--- config.mk ---
export PLATFORM = sky130hd
export DESIGN_NAME = nec_ir_receiver
export DESIGN_NICKNAME = d
export VERILOG_FILES = /design/src/rtl/nec_ir_pkg.sv /design/src/rtl/ir_envelope.sv /design/src/rtl/nec_ir_receiver.sv
export SDC_FILE = /design/constraint.sdc
export NUM_CORES = 1
export LEC_CHECK = 0
export BUFFER_PORTS_ARGS = -buffer_cell sky130_fd_sc_hd__clkbuf_2
export CORE_MARGIN = 3
export CORE_UTILIZATION = 35
export CTS_BUF_LIST = sky130_fd_sc_hd__clkbuf_8 sky130_fd_sc_hd__clkbuf_16
export CTS_CLUSTER_DIAMETER = 120
export DETAILED_ROUTE_END_ITERATION = 8
export GPL_ROUTABILITY_DRIVEN = 0
export GPL_TIMING_DRIVEN = 0
export RECOVER_POWER = 25
export REMOVE_ABC_BUFFERS = 1
export SYNTH_ARGS = -nofsm -noshare
export SYNTH_HDL_FRONTEND = slang
export SYNTH_SLANG_ARGS = --single-unit
--- constraint.sdc ---
create_clock -name clk -period 7 [get_ports clk]
set_input_delay 0.7 -clock clk [delete_from_list [all_inputs] [get_ports clk]]
set_output_delay 0.7 -clock clk [all_outputs]
set_load 0.05 [all_outputs]
--- src/rtl/nec_ir_pkg.sv ---
// Shared constants, FSM encoding and the frame check helper for the NEC IR receiver.
package nec_ir_pkg;

    localparam int CNT_W          = 18;
    localparam int NEC_FRAME_BITS = 32;

    localparam int unsigned CLK_HZ_DEF = 12_000_000;
    // Envelope hold is 50 us, i.e. one twenty-thousandth of a second.
    localparam int unsigned GAP_DIV    = 20_000;

    localparam logic [CNT_W-1:0] LMARK_MIN_DEF = 18'd96000;
    localparam logic [CNT_W-1:0] LMARK_MAX_DEF = 18'd120000;
    localparam logic [CNT_W-1:0] LSPC_MIN_DEF  = 18'd48000;
    localparam logic [CNT_W-1:0] LSPC_MAX_DEF  = 18'd60000;
    localparam logic [CNT_W-1:0] RSPC_MIN_DEF  = 18'd24000;
    localparam logic [CNT_W-1:0] RSPC_MAX_DEF  = 18'd30000;
    localparam logic [CNT_W-1:0] BMARK_MIN_DEF = 18'd4800;
    localparam logic [CNT_W-1:0] BMARK_MAX_DEF = 18'd8400;
    localparam logic [CNT_W-1:0] S0_MIN_DEF    = 18'd4800;
    localparam logic [CNT_W-1:0] S0_MAX_DEF    = 18'd8400;
    localparam logic [CNT_W-1:0] S1_MIN_DEF    = 18'd16800;
    localparam logic [CNT_W-1:0] S1_MAX_DEF    = 18'd22800;

    typedef enum logic [2:0] {
        IDLE       = 3'd0,
        LEAD_MARK  = 3'd1,
        LEAD_SPACE = 3'd2,
        BIT_MARK   = 3'd3,
        BIT_SPACE  = 3'd4,
        STOP_MARK  = 3'd5,
        REP_STOP   = 3'd6
    } state_t;

    function automatic logic nec_check(input logic [NEC_FRAME_BITS-1:0] w);
        return (w[15:8] == ~w[7:0]) && (w[31:24] == ~w[23:16]);
    endfunction

endpackage

--- src/rtl/ir_envelope.sv ---
// Synchronizes the raw IR pin and turns the 38 kHz carrier bursts into a clean
// envelope with one-cycle rise/fall pulses aligned to the envelope change.
module ir_envelope #(
    parameter bit          RX_ACTIVE = 1'b1,
    parameter int unsigned GAP_CYC   = 600
) (
    input  logic clk,
    input  logic rst_n,
    input  logic rxd,
    output logic env,
    output logic rise,
    output logic fall
);

    localparam int GW = $clog2(GAP_CYC + 1);

    logic          sync1;
    logic          sync2;
    logic          active;
    logic          env_n;
    logic [GW-1:0] gap;
    logic [GW-1:0] gap_n;

    assign active = (sync2 == RX_ACTIVE);

    // Carrier-off halves are bridged until the hold counter has run its full length.
    always_comb begin
        env_n = env;
        gap_n = gap;
        if (active) begin
            env_n = 1'b1;
            gap_n = '0;
        end else if (env) begin
            if (gap == GW'(GAP_CYC)) begin
                env_n = 1'b0;
                gap_n = '0;
            end else begin
                gap_n = gap + GW'(1);
            end
        end
    end

    always_ff @(posedge clk or negedge rst_n) begin
        if (!rst_n) begin
            sync1 <= ~RX_ACTIVE;
            sync2 <= ~RX_ACTIVE;
            env   <= 1'b0;
            gap   <= '0;
            rise  <= 1'b0;
            fall  <= 1'b0;
        end else begin
            sync1 <= rxd;
            sync2 <= sync1;
            env   <= env_n;
            gap   <= gap_n;
            rise  <= env_n & ~env;
            fall  <= ~env_n & env;
        end
    end

endmodule

--- src/rtl/nec_ir_receiver.sv ---
// NEC IR frame decoder: measures envelope mark/space durations and walks the
// leader, 32 data bits and stop mark, publishing the word with status strobes.
module nec_ir_receiver
    import nec_ir_pkg::*;
#(
    parameter int unsigned      CLK_HZ    = CLK_HZ_DEF,
    parameter bit               RX_ACTIVE = 1'b1,
    parameter int unsigned      GAP_CYC   = CLK_HZ / GAP_DIV,
    parameter logic [CNT_W-1:0] LMARK_MIN = LMARK_MIN_DEF,
    parameter logic [CNT_W-1:0] LMARK_MAX = LMARK_MAX_DEF,
    parameter logic [CNT_W-1:0] LSPC_MIN  = LSPC_MIN_DEF,
    parameter logic [CNT_W-1:0] LSPC_MAX  = LSPC_MAX_DEF,
    parameter logic [CNT_W-1:0] RSPC_MIN  = RSPC_MIN_DEF,
    parameter logic [CNT_W-1:0] RSPC_MAX  = RSPC_MAX_DEF,
    parameter logic [CNT_W-1:0] BMARK_MIN = BMARK_MIN_DEF,
    parameter logic [CNT_W-1:0] BMARK_MAX = BMARK_MAX_DEF,
    parameter logic [CNT_W-1:0] S0_MIN    = S0_MIN_DEF,
    parameter logic [CNT_W-1:0] S0_MAX    = S0_MAX_DEF,
    parameter logic [CNT_W-1:0] S1_MIN    = S1_MIN_DEF,
    parameter logic [CNT_W-1:0] S1_MAX    = S1_MAX_DEF
) (
    input  logic                      clk,
    input  logic                      rst_n,
    input  logic                      RXD,
    output logic [NEC_FRAME_BITS-1:0] rx_data,
    output logic                      rx_valid,
    output logic                      rx_repeat,
    output logic                      rx_err,
    output logic                      rx_check_ok,
    output logic                      busy
);

    logic                      env;
    logic                      rise;
    logic                      fall;
    logic                      rise_d;
    logic                      have_frame;
    logic                      timeout;
    state_t                    state;
    logic [CNT_W-1:0]          dur;
    logic [CNT_W-1:0]          phase_max;
    logic [4:0]                bit_idx;
    logic [NEC_FRAME_BITS-1:0] shadow;

    ir_envelope #(
        .RX_ACTIVE (RX_ACTIVE),
        .GAP_CYC   (GAP_CYC)
    ) u_env (
        .clk   (clk),
        .rst_n (rst_n),
        .rxd   (RXD),
        .env   (env),
        .rise  (rise),
        .fall  (fall)
    );

    function automatic logic in_win(input logic [CNT_W-1:0] d, lo, hi);
        return (d >= lo) && (d <= hi);
    endfunction

    always_ff @(posedge clk or negedge rst_n) begin
        if (!rst_n) begin
            dur <= '0;
        end else if (rise || fall) begin
            dur <= '0;
        end else if (dur != {CNT_W{1'b1}}) begin
            dur <= dur + CNT_W'(1);
        end
    end

    always_comb begin
        case (state)
            LEAD_MARK:  phase_max = LMARK_MAX;
            LEAD_SPACE: phase_max = LSPC_MAX;
            BIT_SPACE:  phase_max = S1_MAX;
            default:    phase_max = BMARK_MAX;
        endcase
        timeout = (state != IDLE) && (dur > phase_max);
    end

    assign busy = (state != IDLE);

    always_ff @(posedge clk or negedge rst_n) begin
        if (!rst_n) begin
            state       <= IDLE;
            rx_data     <= '0;
            rx_valid    <= 1'b0;
            rx_repeat   <= 1'b0;
            rx_err      <= 1'b0;
            rx_check_ok <= 1'b0;
            have_frame  <= 1'b0;
            rise_d      <= 1'b0;
            bit_idx     <= '0;
            shadow      <= '0;
        end else begin
            rx_valid  <= 1'b0;
            rx_repeat <= 1'b0;
            rx_err    <= 1'b0;
            rise_d    <= rise;
            if (timeout) begin
                rx_err <= 1'b1;
                state  <= IDLE;
            end else begin
                case (state)
                    // rise_d catches a leader that started in the cycle an error was flagged.
                    IDLE: if (rise || (rise_d && env)) state <= LEAD_MARK;
                    LEAD_MARK: if (fall) state <= (dur >= LMARK_MIN) ? LEAD_SPACE : IDLE;
                    LEAD_SPACE: if (rise) begin
                        if (in_win(dur, LSPC_MIN, LSPC_MAX)) begin
                            state   <= BIT_MARK;
                            bit_idx <= '0;
                        end else if (in_win(dur, RSPC_MIN, RSPC_MAX)) begin
                            state <= REP_STOP;
                        end else begin
                            rx_err <= 1'b1;
                            state  <= IDLE;
                        end
                    end
                    BIT_MARK: if (fall) begin
                        if (in_win(dur, BMARK_MIN, BMARK_MAX)) begin
                            state <= BIT_SPACE;
                        end else begin
                            rx_err <= 1'b1;
                            state  <= IDLE;
                        end
                    end
                    BIT_SPACE: if (rise) begin
                        if (in_win(dur, S0_MIN, S0_MAX) || in_win(dur, S1_MIN, S1_MAX)) begin
                            shadow  <= {in_win(dur, S1_MIN, S1_MAX), shadow[NEC_FRAME_BITS-1:1]};
                            bit_idx <= bit_idx + 5'd1;
                            state   <= (bit_idx == 5'(NEC_FRAME_BITS - 1)) ? STOP_MARK : BIT_MARK;
                        end else begin
                            rx_err <= 1'b1;
                            state  <= IDLE;
                        end
                    end
                    STOP_MARK: if (fall) begin
                        if (in_win(dur, BMARK_MIN, BMARK_MAX)) begin
                            rx_data     <= shadow;
                            rx_check_ok <= nec_check(shadow);
                            rx_valid    <= 1'b1;
                            have_frame  <= 1'b1;
                        end else begin
                            rx_err <= 1'b1;
                        end
                        state <= IDLE;
                    end
                    REP_STOP: if (fall) begin
                        if (in_win(dur, BMARK_MIN, BMARK_MAX) && have_frame) begin
                            rx_repeat <= 1'b1;
                        end else begin
                            rx_err <= 1'b1;
                        end
                        state <= IDLE;
                    end
                    default: state <= IDLE;
                endcase
            end
        end
    end

endmodule

== Yosys cells after proc, flatten, opt, wreduce, memory -nomap -nowiden ==
Cells that the tools add are included.
Widths: inputs -> output; s select.

* Bits of input ports: 3
* Bits in registers: 111

* Equal/unequal tests: 21
* Add/sub/neg operators: 3
* Muxes and demuxes: 47
* Bitwise logic cells: 7
* Magnitude comparators: 10
* Reductions and logical operators: 22

{| class="wikitable"
|+ Operators by type and width
! operator !! number
|-
| $pmux 17 s3 || 1
|-
| $ge 18x15->1 const B || 2
|-
| $le 18x15->1 const B || 2
|-
| $mux 18 || 2
|-
| $mux 3 || 12
|-
| $mux 10 || 3
|-
| $mux 1 || 21
|-
| $mux 5 || 4
|-
| $add 18x1->18 const B || 1
|-
| $ge 18x13->1 const B || 1
|-
| $ge 18x16->1 const B || 1
|-
| $ge 18x17->1 const B || 1
|-
| $gt 18x18->1 || 1
|-
| $le 18x14->1 const B || 1
|-
| $le 18x16->1 const B || 1
|-
| $ne 18x18->1 const B || 1
|-
| $pmux 3 s6 || 1
|-
| $eq 8x8->1 || 2
|-
| $not 8->8 || 2
|-
| $ne 3x2->1 const B || 4
|-
| $reduce_and 6->1 || 2
|-
| $add 10x1->10 const B || 1
|-
| $eq 10x10->1 const B || 1
|-
| $pmux 5 s2 || 1
|-
| 20 further kinds || 41
|}

== Longest topological paths before layout ==
Gate-level depths: netlist of the first run.

* Depth after elaboration: 7
* Mapped depth: 17
* Depth with buffers taken out: 13

== Hierarchy ==
Synthesis of the first run repeated with hierarchy kept, for this count alone.

* Cells, all modules: 546
* Area, all modules: 6,094.6 um2

{| class="wikitable"
|+ By module, submodules not included
! module !! cells each !! times used !! area an instance (um2)
|-
| nec_ir_receiver || 473 || 1 || 5,332.6
|-
| ir_envelope || 73 || 1 || 762.0
|}

== Least setup slack after synthesis of the first run ==
No wires, ideal clock.

* Path type: register to register
* Start point: register state[0]
* End point: register shadow[10]
* Arrival time: 3.202 ns
* Data required time: 6.875 ns
* Setup slack: 3.672 ns
* Stages on the path, launching flop included: 16
* Cells stage by stage: dfrtp_1 buf_1 nand2_1 nor2_1 nor2_1 ha_1 a21oi_1 a21boi_0 o21ba_2 a211oi_1 or3_1 clkbuf_1 and4_4 buf_8 buf_12 mux2_4

* Longest elaborated chain between the ends: 6
* Elaborated cells on any way between the ends: 9
* Classes of those cells: order compare (1); eq/ne (3); mux (1); bitwise (1); reduce/logical (3)

{| class="wikitable"
|+ Ends and longest elaborated chain
! element !! RTL line !! RTL
|-
| start: declaration || nec_ir_receiver.sv:39 || <nowiki>state_t state;</nowiki>
|-
| start signal: assignment || nec_ir_receiver.sv:107 || <nowiki>LEAD_MARK: if (fall) state <= (dur >= LMARK_MIN) ? LEAD_SPACE : IDLE;</nowiki>
|-
| start signal: assignment || nec_ir_receiver.sv:131 || <nowiki>state <= (bit_idx == 5'(NEC_FRAME_BITS - 1)) ? STOP_MARK : BIT_MARK;</nowiki>
|-
| $eq 3x3->1, or another cell as far along || nec_ir_receiver.sv:72, nec_ir_receiver.sv:104 ||
|-
| $pmux 17 s3 || nec_ir_receiver.sv:72 || <nowiki>case (state)</nowiki>
|-
| $gt 18x18->1 || nec_ir_receiver.sv:78 || <nowiki>timeout = (state != IDLE) && (dur > phase_max);</nowiki>
|-
| $logic_and 1x1->1 || nec_ir_receiver.sv:78 ||
|-
| $not 1->1 (no line) || n/a ||
|-
| $reduce_and 4->1 (no line) (*) || n/a ||
|-
| end signal: assignment || nec_ir_receiver.sv:129 || <nowiki>shadow <= {in_win(dur, S1_MIN, S1_MAX), shadow[NEC_FRAME_BITS-1:1]};</nowiki>
|-
| end: declaration || nec_ir_receiver.sv:43 || <nowiki>logic [NEC_FRAME_BITS-1:0] shadow;</nowiki>
|}

Every way passes the cells marked *; elsewhere a longest branch is shown, timed or not.
A chain may end at the register's enable or synchronous reset.

== Worst setup path in the final report of the first run ==
* Start point: register state[2]
* End point: register shadow[0]

The elaborated chain is that of the path after synthesis.

==> impl.org, run 1 <==
** Outcome
- Status :: finished clean

** Clocking
- Clk slew on worst S/H paths :: around 0.08 ns
- CTS built an H-tree with a depth of 3.
- TritonCTS clock tree :: yes
- Number of buffers added by the clock tree synthesis step :: 9
- For the worst-skew pair, the clock arrives at the later sink with an insertion delay of ~0.35 ns.
- Number of buffers on the longest clock path :: 2
- Gates resized during post-CTS repair numbered 0.
- Buffer type at the clock tree root :: clkbuf_16
- The tree built by TritonCTS fans out to 111 sinks.
- Number of buffers inserted by hold repair at cts :: 0
- Post-CTS timing repair inserted 0 buffers for setup.

** Synth
- The number of different library cells used by synthesis comes to 67.
- Fraction of synthesis flops using an asynchronous set or reset pin :: 1.000
- In the post-synthesis netlist, the cell with the most instances is dfrtp_1.
- The synthesized design spends more area on one cell type than any other, namely dfrtp_1.
- Of the post-synthesis cell area, the dominant cell type holds 0.4661.
- Ranked by total cell area, the synthesized netlist is headed by dfrtp_1 (47%), mux2_4 (7.6%), mux2_2 (7.0%), ha_1 (4.0%), xor2_1 (3.5%).
- Number of synthesized flops with an enable pin :: 0
- Number of flip-flops and latches in the synthesized netlist :: approximately 110
- Commonest register cell after synthesis :: dfrtp_1
- For this run, the register share of the synthesized area comes to 0.4661.
- Synthesized instance count :: around 540
- The mapped netlist covers just under 0.006 mm^2.
- The commonest cells after synthesis are dfrtp_1 (111), nor2_1 (42), mux2_2 (37).
- Syn avg cell area :: approximately 11 um^2
- Warnings from Yosys :: 0

** Power
- For this design the total switching power over the nets is 0.3764 mW.
- Summed over all cells, the static leakage comes to ~3.2 nW.
- For this design the ratio of total power to cell area is roughly 210 mW/mm^2.
- Of the total power, the share spent switching nets is 0.2803.
- Internal power component :: slightly below 1 mW
- Of the total power, the clock network draws 0.376.
- Across the VDD grid, the largest voltage drop is roughly 0.00011 V.
- The share of total power dissipated in sequential elements is 0.532.
- Total power after layout :: approximately 1.3 mW
- Combinational group share of total power :: 0.093

** Floorplanning
- In this run the standard cell core region covers roughly 0.017 mm^2.
- Pin placement for this block handled 40 I/O pins.
- Floorplan die area :: approximately 0.019 mm^2
- The floorplan step set the die height to between 100 and 150 um.
- Starting density of the core :: 0.3581
- Die boundary width :: 136.5 um
- After floorplanning, the core was divided into between 40 and 50 placement rows.

** Timing
- Sum of negative setup slack :: 0 ns
- Setup repair after global routing left no endpoint under its margin.
- Setup violations remaining at the end of the flow were counted as 0.
- For the finished layout, the period the worst path requires is 4.104 ns.
- In the finished design, the share of the clock period the worst path needs comes to 0.5863.
- Final clock skew :: 0.01000 ns
- The count of endpoints failing hold in the final timing report is 0.
- In this run the tightest slew margin relative to its limit is 0.3950.
- Max Fclk :: approximately 0.24 GHz
- Number of max-slew violations in the final report :: 0
- Transition time at the pin with the least slew margin :: a little over 0.9 ns

** Routing
- Via count :: between 4000 and 5000
- Total detailed-routing wirelength :: 11.96 mm
- DRC violation count after routing :: 0
- ANT nets after route :: 0
- Iteration-0 DRC count of the detailed router :: slightly below 300
- Dividing the detail-routed wire length by the instance count gives between 15 and 20 um.
- After detailed routing, the number of vias per cell comes to 5.303.
- Before antenna repair, the detailed router went through 5 iterations.

** Setup path
- CP peak stage delay :: 0.69 ns
- Element type at the critical path start :: flip-flop
- Ordered cell list for the critical path :: nand2_1 > inv_1 > nor2_1 > ha_1 > a21oi_1 > a21boi_0 > o21ba_2 > a211oi_1 > or3_1 > and4_4 > mux2_2
- Start point of the critical path :: state[2]
- WS Path Type :: reg -> reg
- In this run the critical register-to-register path is launched from state[2].
- CP Data Arrival Time :: 4.35 ns
- Maximum net fanout on the critical path :: 32
- STA classifies the critical path endpoint as a flip-flop.
- Critical-path cell with the highest stage delay :: dfrtp_1
- Data required time of the critical path :: roughly 7.2 ns

** Layout
- Util after Layout :: 0.3903
- Area growth from synthesis to final layout :: 8.986%
- Leaving out filler cells and counting taps, the final layout contains between 700 and 800.
- The repair_antennas step left the layout with diodes totalling 0.
- Layout cells sized above 1 :: 0.2429
- For this run, the post-layout net count is around 580.

** Worst hold path
- Path type of the worst min-delay path :: reg -> reg
- Worst Min Path Start :: u_env.sync1

** Run
- Max-cap check violation count :: 0

** GRT
- Entering global routing, the biggest net connects between 100 and 150 pins.
- Overall fraction of global-route tracks in use :: 0.1336
- The first global-routing pass estimated approximately 20 mm of wire.
- The initial antenna violation count came to 0.
- Via count of the first global-routing pass :: roughly 4000
- For this run the aggregate overflow at the end of global routing stands at 0.

** Placement
- Post-detail-place hpwl :: a little over 8 mm
- Once placement completed, the tool counted placed cells totaling ~760.
- IO buf count :: 39
-- final timing paths --
path | to | slack (ns) | cells after the start
worst max-delay path | shadow[0] | 2.90 | 11
worst min register to register | u_env.active | 0.35 | 0
max in group asynchronous | rx_err | 5.92 | 1
worst max register to register | shadow[0] | 2.90 | 11
min in group asynchronous | rx_data[8] | 0.44 | 1
worst min-delay path | u_env.active | 0.35 | 0
-- through the flow --
stage	setup slack, ns	hold WS (ns)	instance area (um^2)
final	2.896	0.3519	6495
after global routing	2.592	0.3703	6495
after CTS	2.946	0.3546	6495
after detailed placement	2.969	0.3372	6205
after global placement	2.933	0.3446	6196
after floorplan	3.674	0.3312	5725
-- registers in the layout, summed over array words and instances, names as in the netlist, 3 cells and up --
signal,count
rx_data,32
state,3
bit_idx,5
dur,18
shadow,32
u_env.gap,10
-- cell families after synthesis --
| kind of cell | Yosys count | synth area share |
|---|---|---|
| simple gates | 164 | 0.1459 |
| compound gates | 93 | 0.1050 |
| fa+ha+maj | 19 | 0.03989 |
| buf+inv | 52 | 0.05186 |
| flops | 111 | 0.4661 |
| mux | 68 | 0.1472 |
| xor+xnor | 30 | 0.04409 |
-- placed cells by master, fill, tap and decap left out, drive strengths merged, types with 3 or more instances in the layout --
master	count
nand4	11
mux2	67
o31ai	5
nor2b	3
dfrtp	111
o41ai	3
nand2	32
a21oi	14
and3	10
nor4bb	3
nor2	42
nand2b	8
ha	19
a211oi	3
nand3	20
inv	25
nor3	9
and4	3
or2	5
a211o	3
o21bai	3
xnor2	6
o21ai	27
a31oi	11
xor2	24
clkbuf	48
nor4	5
-- routing by layer --
metal	share of wire	wire, um	vias up	track usage
li1	-	-	1964	-
met1	0.46	5519	2053	0.1764
met2	0.48	5726	103	0.2147
met3	0.044	521	16	0.02406
met4	0.016	192	0	0.05823
met5	0	0	-	0
-- power groups by stage --
stage	sequential [mW]	clock, mW	combinational (mW)
2_1_floorplan	0.711	0	0.0919
3_3_place_gp	0.725	0	0.120
3_5_place_dp	0.726	0	0.126
4_1_cts	0.714	0.523	0.127
5_1_grt	0.724	0.547	0.145
6_report	0.714	0.505	0.125
-- critical path: cells and delay by family, from the launching register on --
kind            cells  cell delay, ns
simple gates        4            1.39
compound gates      4            0.89
flops               1            0.69
mux                 1            0.40
fa+ha+maj           1            0.33
buf+inv             1            0.27
-- final cells by class --
cell class | count | area, um^2
clock inverters | 7 | 65.06
clock buffers | 9 | 225.2
repair buffers | 39 | 203.9
fillers | 1597 | 10150
inverters | 20 | 75.07
multi-input cells | 374 | 2873
flip-flops and latches | 111 | 2778
well taps | 220 | 275.3
Power figures use the tool's default switching activity.
==> inputs of run 2 (changes only) <==
==> constraint.sdc (replaced) <==
create_clock -name clk -period 3.9 [get_ports clk]
set_input_delay 0.39 -clock clk [delete_from_list [all_inputs] [get_ports clk]]
set_output_delay 0.39 -clock clk [all_outputs]
set_load 0.05 [all_outputs]
==> run 2 against run 1 <==
Net effect: the flow now finishes with violations (capacitance limit, slew limit); critical path depth is 1 higher; global-route usage is 0.38 points higher; final cell count is 0.77% higher; design area is 1.3% higher; highest routed layer unchanged.
==> impl.org, run 2 (synthesis gave the netlist of run 1 again) <==
** Outcome
- The flow ran to the end, but the final reports show violations.
- Violated checks :: capacitance limit, slew limit

** Worst hold path
- The tightest min-delay check is of the in -> reg type.

** Placement
- The total placed cells including tap cells was 764 (unchanged).
- The area after detailed placement came to 0.006205 mm^2 (unchanged).
- The count of buffers inserted at the top-level ports is 39 (unchanged).
- The final HPWL from detailed placement came to 8.145 mm (unchanged).

** Routing
- The via count was 4192 (+1.4%).
- The routed wire length on met3 is 536 um (+2.9%).
- Mean routed wirelength per cell :: 15.71 um (+2.5%)
- Iteration-0 DRC count of the detailed router :: 236 (-19%)
- The total routed wirelength is 12.35 mm (+3.3%).
- The count of unresolved DRC violations after routing came to 0 (unchanged).
- The wire length on met1 came to 5.601 mm (+1.5%).
- Detailed route wirelength on metal2 :: 5.997 mm (+4.7%)
- Signal routing reaches up to met4.
- The number of vias per cell after detailed routing is 5.333 (+0.58%).
- ANT nets after route :: 0 (unchanged)
- The total iterations of the first detailed-routing run came to 5 (unchanged).

** Setup path
- Number of buffers and inverters on the critical path :: 3 (+2)
- The worst path arrival time is 3.87 ns (-0.48 ns).
- Largest delay contributor family on the critical path :: simple AND/OR/NAND/NOR gates
- The critical-path maximum fanout was 13 (-59%).
- Element type at the critical path start :: flip-flop
- Critical-path cell with the highest stage delay :: dfrtp_1
- Ordered cell list for the critical path :: inv_1 > nand2_1 > nor2_1 > inv_1 > ha_1 > nand4_1 > nor3_1 > nor4b_4 > or3_1 > and4_4 > buf_12 > mux2_4
- Most prevalent standard cell on the critical path :: inv_1
- Worst Setup End Kind :: flip-flop
- Data required time of the critical path :: 4.14 ns (-3.10 ns)
- WS Path Type :: reg -> reg
- CP peak stage delay :: 0.50 ns (-0.19 ns)

** Floorplanning
- Number of top-level design ports :: 40 (unchanged)
- Area of the placeable core :: 0.01664 mm^2 (unchanged)
- The area of the die was 0.01863 mm^2 (unchanged).
- Die boundary width :: 136.5 um (unchanged)
- The die outline height came to 136.5 um (unchanged).
- The starting utilization of the core area was 0.3581 (unchanged).
- Num rows :: 47 (unchanged)

** Layout
- In the layout the commonest cells are dfrtp_1 (109), nor2_1 (42), clkbuf_2 (39).
- The final standard cell count with taps included and fillers excluded was 786 (+0.77%).
- Most common library cell in the layout ignoring fill and taps :: dfrtp_1
- Layout net count :: 583 (+1.0%)
- Layout fillers :: 1586 (-0.69%)
- Biggest regs :: rx_data: 32 flops, shadow: 32 flops, dur: 18 flops
- The final core area utilization came to 0.3953 (+0.005038).
- The fraction of final layout cells with drive strength greater than 1 was 0.2580 (+0.01509).
- The cell area after layout came to 0.006579 mm^2 (+1.3%).
- Number of inserted diodes :: 0 (unchanged)
- Relative to the synthesized area, the layout overhead comes to 10.39%.

** Power
- Power density over the cells :: 367.6 mW/mm^2 (+78%)
- Seq pwr share :: 0.531 (about the same)
- Switching power :: 0.6831 mW (+81%)
- The cell leakage power was 3.210 nW (+1.4%).
- Worst voltage drop across the vdd grid :: 0.0002070 V (+80%)
- The switching power share of the total was 0.2825 (+0.002228).
- Combinational group share of total power :: 0.093 (about the same)
- Internal power component :: 1.735 mW (+79%)
- The relative contribution of the clock network to total power came to 0.376 (about the same).

** Timing
- The count of endpoints failing hold in the final timing report is 0 (unchanged).
- The max-slew violation count was 112 (+112).
- The top achievable clock speed came to 0.2750 GHz (+13%).
- Minimum clock period :: 3.636 ns (-0.4675 ns)
- The final number of setup-violating endpoints was 0 (unchanged).
- Final clock skew :: 0.01208 ns (+0.002078 ns)
- The part of the cycle the worst path needs is 0.9324 (+0.3461).
- Tightest hold margin :: 0.1468 ns (-0.2052 ns)
- The worst slew slack as a fraction of its limit came to -0.8510 (-1.246).
- The slew at the pin closest to its max-slew limit is 2.776 ns (+1.869 ns).

** Clocking
- Clock sink count :: 111 (unchanged)
- Number of buffers inserted by hold repair at cts :: 0 (unchanged)
- The tree is rooted in a clkbuf_16.
- Level count of the clock H-tree :: 3 (unchanged)
- Clock latency on the worst-skew pair :: 0.36 ns (about the same)
- TritonCTS built the clock tree.
- The total clock buffers created by CTS is 9 (unchanged).
- Number of buffers on the longest clock path :: 2 (unchanged)
- Clk slew on worst S/H paths :: 0.08 ns (about the same)

** GRT
- The pin count of the biggest net entering global routing came to 112 (unchanged).
- The total global routing overflow is 0 (unchanged).
- First-pass GRT wire length :: 20.40 mm (+2.3%)
- The global-route usage over all layers is 0.1374 (+0.003758).
- The via count of the first global-routing pass was 4025 (+1.5%).
- Antenna violations before repair :: 0 (unchanged)

** Run
- The number of maximum-capacitance violations was 1 (+1).
## run 2: cell count changes in the layout (fill, tap and decap cells not counted), moves of 2 or more
cell,before,now
buf_4,0,3
buf_12,0,2
dfrtp_1,111,109
dfrtp_2,0,2
## run 2: layout make-up
class	instances	area, um^2	share of cell area
inverter	20	75.07	0.01141
tap	220	275.3	0.04184
timing repair buffer	44	257.7	0.03918
multi-input combinational	375	2900	0.4409
sequential	111	2780	0.4226
clock inverter	7	65.06	0.009890
clock buffer	9	225.2	0.03423
## run 2: worst paths after layout
check                                 start            to  slack (ns)  cells after the start
worst min-delay path                    RXD   u_env.sync1        0.15                      1
worst max-delay path               state[1]    shadow[19]        0.26                     12
max in group asynchronous             rst_n      state[0]        1.20                      1
worst max register to register     state[1]    shadow[19]        0.26                     12
min in group asynchronous             rst_n    rx_data[8]        0.88                      1
worst min register to register  u_env.sync1  u_env.active        0.35                      0
## run 2: through the flow
stage / TNS [ns] / power (mW) / setup WS, ns
5_1_grt: -0.4084 / 2.544 / -0.03812
3_3_place_gp: -6.974 / 1.516 / -0.1674
6_report: 0 / 2.418 / 0.2638
2_1_floorplan: 0 / 1.442 / 0.5736
3_5_place_dp: -2.597 / 1.530 / -0.1307
4_1_cts: 0 / 2.447 / 0.006137
## run 2: power groups by stage
stage,Clock (mW),Combinational (mW),Sequential (mW)
after global placement,0,0.216,1.30
after global routing,0.982,0.262,1.30
after CTS,0.938,0.228,1.28
after floorplan,0,0.165,1.28
after detailed placement,0,0.226,1.30
final,0.909,0.226,1.28
## run 2: repair_timing
| action | 4_1_cts | 5_1_grt |
|---|---|---|
| buffers inserted | 2 | 3 |
| pin swaps | 1 | 1 |
| gates resized for setup | 2 | 5 |
| cloned | 1 | 0 |
| setup endpoints to repair | 32 | 66 |
## run 2: worst reg2reg max path, delay by kind of cell, from the launching register on
| family | cells | cell delay [ns] |
|---|---|---|
| flops | 1 | 0.50 |
| mux | 1 | 0.31 |
| buf+inv | 3 | 0.47 |
| simple gates | 7 | 1.92 |
| fa+ha+maj | 1 | 0.32 |
## run 2: per-layer routing
metal  track usage  vias up
met3       0.02369       17
li1              -     1984
met1        0.1799     2092
met4       0.05655        0
met5             0        -
met2        0.2248       99
==> inputs of run 3 (changes only) <==
--- a/config.mk
+++ b/config.mk
@@ -15,6 +15,7 @@
 export GPL_TIMING_DRIVEN = 0
 export RECOVER_POWER = 25
 export REMOVE_ABC_BUFFERS = 1
+export SETUP_SLACK_MARGIN = 0.3
 export SYNTH_ARGS = -nofsm -noshare
 export SYNTH_HDL_FRONTEND = slang
 export SYNTH_SLANG_ARGS = --single-unit
==> run 3 against run 2 <==
Net effect: the run still ends with capacitance limit, slew limit left; clock-buffer cell count stayed put; clock skew fell by 0.00082 ns; power barely moved; clock power is essentially flat; global-route usage increased by 0.086 points; critical path type unchanged; largest cell class unchanged.
==> impl.org, run 3 (synthesis gave the netlist of run 1 again) <==
** Setup path
- The worst setup path is captured at a flip-flop.
- The worst-case reg-to-reg path depth was 12 (unchanged).
- The cell that appears most often on the critical path is inv_1.
- The critical-path maximum fanout is 13 (unchanged).
- The worst register-to-register path ends at shadow[8].
- Ordered cell list for the critical path :: inv_1 > nand2_1 > nor2_2 > inv_1 > ha_1 > nand4_1 > nor3_1 > nor4b_4 > or3_4 > and4_4 > buf_12 > mux2_4
- The largest incremental delay on the critical path came to 0.48 ns (-0.02 ns).
- CP Data Arrival Time :: 3.61 ns (-0.26 ns)
- Last element of the critical path :: shadow[8]
- R2R Path Start :: state[1]
- Critical-path cell with the highest stage delay :: dfrtp_2
- The worst path required time came to 4.15 ns (about the same).
- The critical path is of the reg -> reg type.
- Tracing the worst setup path back leads to its startpoint at state[1].
- Worst-case register-to-register setup slack :: 0.54 ns (+0.28 ns)
- The worst setup path is launched from a flip-flop.

** Timing
- Minimum clock period :: 3.360 ns (-0.2766 ns)
- Number of max-slew violations in the final report :: 112 (unchanged)
- The maximum clock skew at final layout came to 0.01126 ns (-0.0008203 ns).
- Max Fclk :: 0.2976 GHz (+8.2%)
- Final hold viol count :: 0 (unchanged)
- The slew at the pin closest to its max-slew limit came to 2.771 ns (-0.005017 ns).
- The final number of setup-violating endpoints came to 0 (unchanged).
- Setup repair after global routing left no endpoint under its margin.
- Sum of negative setup slack :: 0 ns (unchanged)
- The part of the cycle the worst path needs is 0.8615 (-0.07092).
- Slew HR :: -0.8476 (+0.003345)

** Power
- The cell leakage power came to 3.207 nW (about the same).
- The sequential group share of total power came to 0.530 (about the same).
- Internal power component :: 1.735 mW (about the same)
- The switching power share of the total is 0.2827 (about the same).
- Power density over the cells :: 367.5 mW/mm^2 (about the same)
- The relative contribution of the clock network to total power is 0.376 (about the same).
- The total power is 2.419 mW (about the same).
- The reported net switching power was 0.6838 mW (about the same).
- The maximum ir drop on the vdd rail came to 0.0002094 V (+1.2%).
- Combinational group share of total power :: 0.093 (about the same)

** Routing
- The count of unresolved DRC violations after routing came to 0 (unchanged).
- First-pass iteration count of the detailed router :: 5 (unchanged)
- The per-cell routed wire length is 15.66 um (-0.36%).
- The number of vias per cell after detailed routing came to 5.372 (+0.72%).
- Iteration-0 DRC count of the detailed router :: 268 (+14%)
- ANT nets after route :: 0 (unchanged)
- Via count :: 4217 (+0.60%)
- Total detailed-routing wirelength :: 12.29 mm (-0.49%)

** Clocking
- Buffer type at the clock tree root :: clkbuf_16
- The total clock buffers created by CTS came to 9 (unchanged).
- Level count of the clock H-tree :: 3 (unchanged)
- The total clock sinks was 111 (unchanged).
- The clock latency at the later pin of the worst-skew pair came to 0.36 ns (about the same).
- The register clock-pin slew on the reported worst setup and hold paths came to 0.08 ns (about the same).
- TritonCTS built the clock tree.
- Number of buffers on the longest clock path :: 2 (unchanged)
- Number of buffers inserted by hold repair at cts :: 0 (unchanged)

** GRT
- Via count of the first global-routing pass :: 4040 (+0.37%)
- Remaining Overflow, GRT :: 0 (unchanged)
- The wire length of the first global-routing pass is 20.52 mm (+0.61%).
- The initial antenna violation count was 0 (unchanged).
- The pin count of the biggest net entering global routing came to 112 (unchanged).
- Overall fraction of global-route tracks in use :: 0.1382 (+0.0008611)

** Floorplanning
- Num rows :: 47 (unchanged)
- Number of top-level design ports :: 40 (unchanged)
- The x dimension of the die is 136.5 um (unchanged).
- Area of the placeable core :: 0.01664 mm^2 (unchanged)
- Floorplan die area :: 0.01863 mm^2 (unchanged)
- The starting utilization of the core area came to 0.3581 (unchanged).
- The die outline height came to 136.5 um (unchanged).

** Worst hold path
- Path type of the worst min-delay path :: in -> reg

** Outcome
- The checks that failed: capacitance limit, slew limit.
- The run finished, with violations left.

** Layout
- The final core area utilization was 0.3955 (about the same).
- The area overhead of the layout relative to synthesis is 10.46% (about the same).
- The cell area after layout came to 0.006583 mm^2 (about the same).
- The final standard cell count with taps included and fillers excluded came to 785 (-0.13%).
- Most common library cell in the layout ignoring fill and taps :: dfrtp_1
- The count of fill cells added during filler insertion was 1588 (+0.13%).
- Commonest cells after routing, fill and taps aside :: dfrtp_1 (108), nor2_1 (41), clkbuf_2 (39)
- The layout net count came to 582 (-0.17%).
- Number of inserted diodes :: 0 (unchanged)
- In the final layout, the registers with the most flip-flops are rx_data: 32 flops, shadow: 32 flops, dur: 18 flops.
- The fraction of final layout cells with drive strength greater than 1 was 0.2637 (+0.005766).

** Placement
- The final HPWL from detailed placement came to 8.145 mm (unchanged).
- The count of buffers inserted at the top-level ports is 39 (unchanged).
- The total placed cells including tap cells came to 764 (unchanged).
- The area after detailed placement is 0.006205 mm^2 (unchanged).

** Run
- The number of maximum-capacitance violations came to 1 (unchanged).
-- run 3: per-stage QoR --
stage	hold WS (ns)	setup WS (ns)
after floorplan	0.09441	0.5736
after global placement	0.3446	-0.1674
after detailed placement	0.3372	-0.1307
after CTS	0.1351	0.3093
after global routing	0.1316	0.2740
final	0.1443	0.5403
-- run 3: repair_timing --
action,CTS,global route
cloned,1,0
gates resized for setup,5,6
pin swaps,2,0
buffers inserted,4,0
setup endpoints to repair,65,71
-- run 3: how the worst min path moves through the flow --
stage                           start           end  depth (start not counted)
after global placement    u_env.sync1  u_env.active                          0
after global routing              RXD   u_env.sync1                          1
after floorplan                 rst_n    bit_idx[0]                          0
final                             RXD   u_env.sync1                          1
after detailed placement  u_env.sync1  u_env.active                          0
after CTS                         RXD   u_env.sync1                          1
-- run 3: metal layers --
metal	vias up	global-route usage	part of all wire
met2	108	0.2262	0.48
met3	18	0.02369	0.042
li1	1988	-	-
met5	-	0	0
met4	0	0.05655	0.019
met1	2103	0.1813	0.46
-- run 3: final cells by class --
class                   count  area (um^2)  area share
clock buffers               9        225.2     0.03421
clock inverters             7        65.06    0.009884
inverters                  20        75.07     0.01140
multi-input cells         375         2910      0.4421
flip-flops and latches    111         2781      0.4225
well taps                 220        275.3     0.04182
repair buffers             43        250.2     0.03802
-- run 3: power by group through the flow --
stage / logic, mW / clock network (mW) / registers [mW]
finish: 0.226 / 0.910 / 1.28
global route: 0.263 / 0.982 / 1.30
CTS: 0.228 / 0.938 / 1.28
detailed placement: 0.226 / 0 / 1.30
global placement: 0.216 / 0 / 1.30
floorplan: 0.165 / 0 / 1.28
-- run 3: worst max-delay path: cells and delay by family (launching register included) --
kind,cells,cell delay (ns)
AND/OR/NAND/NOR,7,1.72
flip-flops,1,0.48
buffers and inverters,3,0.44
adder cells (fa/ha/maj),1,0.31
multiplexers,1,0.30
